File: src/rtl/ysyx_24120013_exec_ctrl.sv
// Multi-cycle fetch/decode/execute/memory/writeback sequencer with memory-response watchdog.
// Define YSYX_24120013_CTRL_PERF_EN to add the cycle_cnt/inst_cnt performance counters.
module ysyx_24120013_exec_ctrl #(
    parameter int TIMEOUT_W = 8,
    parameter int PERF_W    = 32
) (
    input  logic              clk,
    input  logic              rst,
    output logic              ifu_req_valid,
    input  logic              ifu_req_ready,
    input  logic              ifu_rsp_valid,
    output logic              inst_latch_en,
    input  logic              idu_is_load,
    input  logic              idu_is_store,
    input  logic              idu_is_ebreak,
    input  logic              idu_illegal,
    input  logic              idu_rd_wen,
    output logic              lsu_req_valid,
    input  logic              lsu_req_ready,
    input  logic              lsu_rsp_valid,
    output logic              rf_wen,
    output logic              pc_update,
    output logic              halt,
    output logic              err,
    output logic [3:0]        state
`ifdef YSYX_24120013_CTRL_PERF_EN
    ,
    output logic [PERF_W-1:0] cycle_cnt,
    output logic [PERF_W-1:0] inst_cnt
`endif
);

    typedef enum logic [3:0] {
        IDLE       = 4'd0,
        FETCH_REQ  = 4'd1,
        FETCH_WAIT = 4'd2,
        DECODE     = 4'd3,
        EXEC       = 4'd4,
        MEM_REQ    = 4'd5,
        MEM_WAIT   = 4'd6,
        WB         = 4'd7,
        HALT       = 4'd8
    } state_e;

    if (TIMEOUT_W < 2 || PERF_W < 1) begin : g_param_chk
        $error("TIMEOUT_W must be >= 2 and PERF_W >= 1");
    end

    state_e               state_q, state_d;
    logic [TIMEOUT_W-1:0] wd_q, wd_d, wd_inc;
    logic                 halt_q, err_q, err_set;

    // wd_inc is the number of wait cycles elapsed including the current one,
    // so an unanswered wait trips after 2^TIMEOUT_W-1 cycles.
    assign wd_inc = wd_q + {{(TIMEOUT_W-1){1'b0}}, 1'b1};

    always_comb begin
        state_d = state_q;
        wd_d    = wd_q;
        err_set = 1'b0;
        case (state_q)
            IDLE:      state_d = FETCH_REQ;
            FETCH_REQ: if (ifu_req_ready) begin
                state_d = FETCH_WAIT;
                wd_d    = '0;
            end
            FETCH_WAIT: begin
                if (ifu_rsp_valid) begin
                    state_d = DECODE;
                end else if (wd_inc == '1) begin
                    state_d = HALT;
                    err_set = 1'b1;
                end else begin
                    wd_d = wd_inc;
                end
            end
            DECODE: begin
                if (idu_illegal) begin
                    state_d = HALT;
                    err_set = 1'b1;
                end else if (idu_is_ebreak) begin
                    state_d = HALT;
                end else begin
                    state_d = EXEC;
                end
            end
            EXEC:      state_d = (idu_is_load || idu_is_store) ? MEM_REQ : WB;
            MEM_REQ: if (lsu_req_ready) begin
                state_d = MEM_WAIT;
                wd_d    = '0;
            end
            MEM_WAIT: begin
                if (lsu_rsp_valid) begin
                    state_d = WB;
                end else if (wd_inc == '1) begin
                    state_d = HALT;
                    err_set = 1'b1;
                end else begin
                    wd_d = wd_inc;
                end
            end
            WB:        state_d = FETCH_REQ;
            HALT:      state_d = HALT;
            default:   state_d = IDLE;
        endcase
    end

    always_ff @(posedge clk or negedge rst) begin
        if (!rst) begin
            state_q <= IDLE;
            wd_q    <= '0;
            halt_q  <= 1'b0;
            err_q   <= 1'b0;
        end else begin
            state_q <= state_d;
            wd_q    <= wd_d;
            halt_q  <= (state_d == HALT);
            err_q   <= err_q | err_set;
        end
    end

    assign ifu_req_valid = (state_q == FETCH_REQ);
    assign inst_latch_en = (state_q == FETCH_WAIT) && ifu_rsp_valid;
    assign lsu_req_valid = (state_q == MEM_REQ);
    assign rf_wen        = (state_q == WB) && idu_rd_wen;
    assign pc_update     = (state_q == WB);
    assign halt          = halt_q;
    assign err           = err_q;
    assign state         = state_q;

`ifdef YSYX_24120013_CTRL_PERF_EN
    logic [PERF_W-1:0] cyc_q, inst_q;

    always_ff @(posedge clk or negedge rst) begin
        if (!rst) begin
            cyc_q  <= '0;
            inst_q <= '0;
        end else begin
            if (state_q != IDLE && state_q != HALT) cyc_q <= cyc_q + {{(PERF_W-1){1'b0}}, 1'b1};
            if (state_q == WB) inst_q <= inst_q + {{(PERF_W-1){1'b0}}, 1'b1};
        end
    end

    assign cycle_cnt = cyc_q;
    assign inst_cnt  = inst_q;
`endif

endmodule

File: config.mk
export PLATFORM = sky130hd
export DESIGN_NAME = ysyx_24120013_exec_ctrl
export DESIGN_NICKNAME = d
export VERILOG_FILES = /design/src/rtl/ysyx_24120013_exec_ctrl.sv
export SDC_FILE = /design/constraint.sdc
export NUM_CORES = 1
export LEC_CHECK = 0
export ABC_AREA = 1
export CAP_MARGIN = 40
export CORE_UTILIZATION = 50
export DETAILED_ROUTE_END_ITERATION = 16
export PLACE_DENSITY = 0.87
export REMOVE_ABC_BUFFERS = 1
export SLEW_MARGIN = 20
export SYNTH_ARGS = -nofsm -noshare
export SYNTH_HDL_FRONTEND = slang
export SYNTH_SLANG_ARGS = --single-unit
File: constraint.sdc
create_clock -name clk -period 1.85 [get_ports clk]
set_input_delay 0.37 -clock clk [delete_from_list [all_inputs] [get_ports clk]]
set_output_delay 0.37 -clock clk [all_outputs]
set_load 0.02 [all_outputs]
==> results.tsv <==
metric	value	unit
cts-root-buf	clkbuf_4	
route.detailed.drc	0	
dr_total_vias	1103	
fin_nets	201	
crit_path_end_kind	output pin	
yosys-top-cells-area	dfrtp_1 (34%), nand2_1 (17%), nand3_1 (10%)	
cp-start-kind	register	
area_growth	30.8	%
reg2reg_from	wd_q[0]	
finClkSkew	0.00391	ns
power.internal	0.879	mW
min_path_type	input pin to asynchronous set/reset pin	
worstPathRequired	1.48	ns
hold_viol_final	0	
fp.coreArea	0.00196	mm^2
synthDominantCellAreaShare	0.338	
ir_drop	0.00103	V
ys_ff_latch	14	
crit_path_max_incr_delay	0.61	ns
grt_pass1_wl	3.77	mm
grt_setup_unrepaired	no	
pre_cts_ws	-0.158	ns
grt_max_degree	15	
drive_gt1_frac	0.182	
path_buf_inv	2	
status	complete, no violations	
dieWidth	47.5	um
p_sw	0.693	mW
r2r_end	wd_q[3]	
wl	2.34	mm
syn_area_per_cell	6.69	um^2
wl_per_cell	10.9	um
firstDrtPassIters	4	
clk_pin_slew	0.08	ns
utilization	0.691	
final_cells	214	
reg2regPathDepth	10	
cp_max_fo	3	
tightestPinTransition	0.622	ns
maxCapViolCount	0	
cts_tree	yes	
dp_hpwl	1.95	mm
drt_iter0_markers	38	
multi_input_area	611	um^2
seq_area	352	um^2
swShare	0.441	
fp-row-count	16	
cts_hold_buf	0	
syn_inst	155	
antenna_found_initial	0	
crit_chain	buf_4 -> clkdlybuf4s50_1	
clock_sinks	14	
holdWs	0.471	ns
first_global_vias	989	
p_leak	0.663	nW
setup_ws	0.0710	ns
viasPerCell	5.15	
post-route-period-util	0.962	
place_inst	210	
power_frac_seq	0.289	
cts_max_level	1	
diodes	0	
critPathTopFamily	buffers and inverters	
dieArea	0.00226	mm^2
fmax	562	MHz
cts_buffers	3	
post-route-min-period	1.78	ns
io_pins	22	
critPathArrivalTime	1.41	ns
clockBufferDepth	2	
io_buffers	21	
setup_viol	0	
power_density	1160	mW/mm^2
seq_area_frac_synth	0.338	
p_clk_frac	0.138	
grt_usage	0.236	
pwr-share-comb	0.573	
cp_slowest_cell	clkdlybuf4s50_1	
fill_cells	166	
gpl.final_weighted_congestion	0.858	
slew_headroom	0.584	
synth_cell_type_count	24	
finalMaxSlewViolations	0	
drtAntennaViolNets	0	
yosys_warnings	0	
netlist_area	0.00104	mm^2
start_util	0.529	
die_h	47.5	um
regToRegSetupSlack	0.15	ns
synth_largest_area_cell	dfrtp_1	
grt-ovfl-total	0	
clk_latency	0.28	ns
crit_type	register to output pin	
worst register-to-register path, stage by stage, from the launching register on:
cell,delay (ns)
dfrtp_1,0.43
ha_1,0.27
nand2_1,0.10
nand2_1,0.10
inv_1,0.06
nand3_1,0.07
nor2_1,0.19
nand3_4,0.16
nand2_4,0.13
nand2_1,0.06
nand2_1,0.06
sequential cells by signal (all words and copies together) (netlist names):
signal,cells
err,1
halt,1
state,4
wd_q,8
cells in the final DEF (no fill, tap or decap), drive strengths merged:
| cell type | instances |
|---|---|
| a21oi | 6 |
| buf | 7 |
| clkbuf | 7 |
| clkdlybuf4s50 | 16 |
| dfrtp | 14 |
| dlygate4sd2 | 2 |
| ha | 2 |
| inv | 21 |
| nand2 | 53 |
| nand3 | 22 |
| nand3b | 1 |
| nand4 | 2 |
| nor2 | 23 |
| nor3 | 4 |
| nor3b | 1 |
| nor4 | 1 |
| o21ai | 1 |
| o21bai | 2 |
| o22ai | 1 |
| o31ai | 1 |
final cells by class:
class	instances	share of cell area
inverter	21	0.0581
clock buffer	4	0.0268
multi-input combinational	120	0.450
timing repair buffer	28	0.181
tap	27	0.0249
sequential	14	0.259
kinds of logic after synthesis:
group	share of synthesized area
flip-flops	0.338
AND/OR/NAND/NOR	0.497
adder cells (fa/ha/maj)	0.0241
AO/OA/AOI/OAI	0.0651
buffers and inverters	0.0760
power groups by stage:
stage	Clock, mW	Sequential, mW	Combinational [mW]
5_1_grt	0.239	0.461	0.983
6_report	0.218	0.454	0.900
2_1_floorplan	0	0.518	0.446
4_1_cts	0.225	0.450	0.903
3_3_place_gp	0	0.449	0.897
3_5_place_dp	0	0.453	0.911
Yosys cell counts (all sizes together):
master,n
a21oi,6
dfrtp,14
ha,2
inv,21
nand2,53
nand3,22
nand3b,1
nand4,2
nor2,23
nor3,4
nor3b,1
nor4,1
o21ai,1
o21bai,2
o22ai,1
o31ai,1
per-layer routing:
metal  track usage  up-vias  wire length [um]
li1              -      563                 -
met4         0.100        0                32
met1         0.269      498              1000
met2         0.433       36              1150
met3        0.0415        6               155
met5             0        -                 0
through the flow:
step	area, um^2	power, mW	TNS (ns)
2_1_floorplan	1040	0.964	0
3_3_place_gp	1330	1.35	-0.228
3_5_place_dp	1330	1.36	-0.306
4_1_cts	1370	1.58	0
5_1_grt	1360	1.68	0
6_report	1360	1.57	0
worst max-delay path by stage:
| stage | from | end | depth (start not counted) |
|---|---|---|---|
| 2_1_floorplan | state[0] | rf_wen | 2 |
| 3_3_place_gp | idu_rd_wen | rf_wen | 3 |
| 3_5_place_dp | idu_rd_wen | rf_wen | 3 |
| 4_1_cts | state[2] | ifu_req_valid | 4 |
| 5_1_grt | wd_q[0] | wd_q[3] | 10 |
| 6_report | state[1] | state[1] | 2 |
repair_timing:
action | in CTS | in global routing
buffers inserted | 0 | 0
gates resized for setup | 6 | 8
endpoints found under the setup margin | 5 | 3
Power figures use the tool's default switching activity.
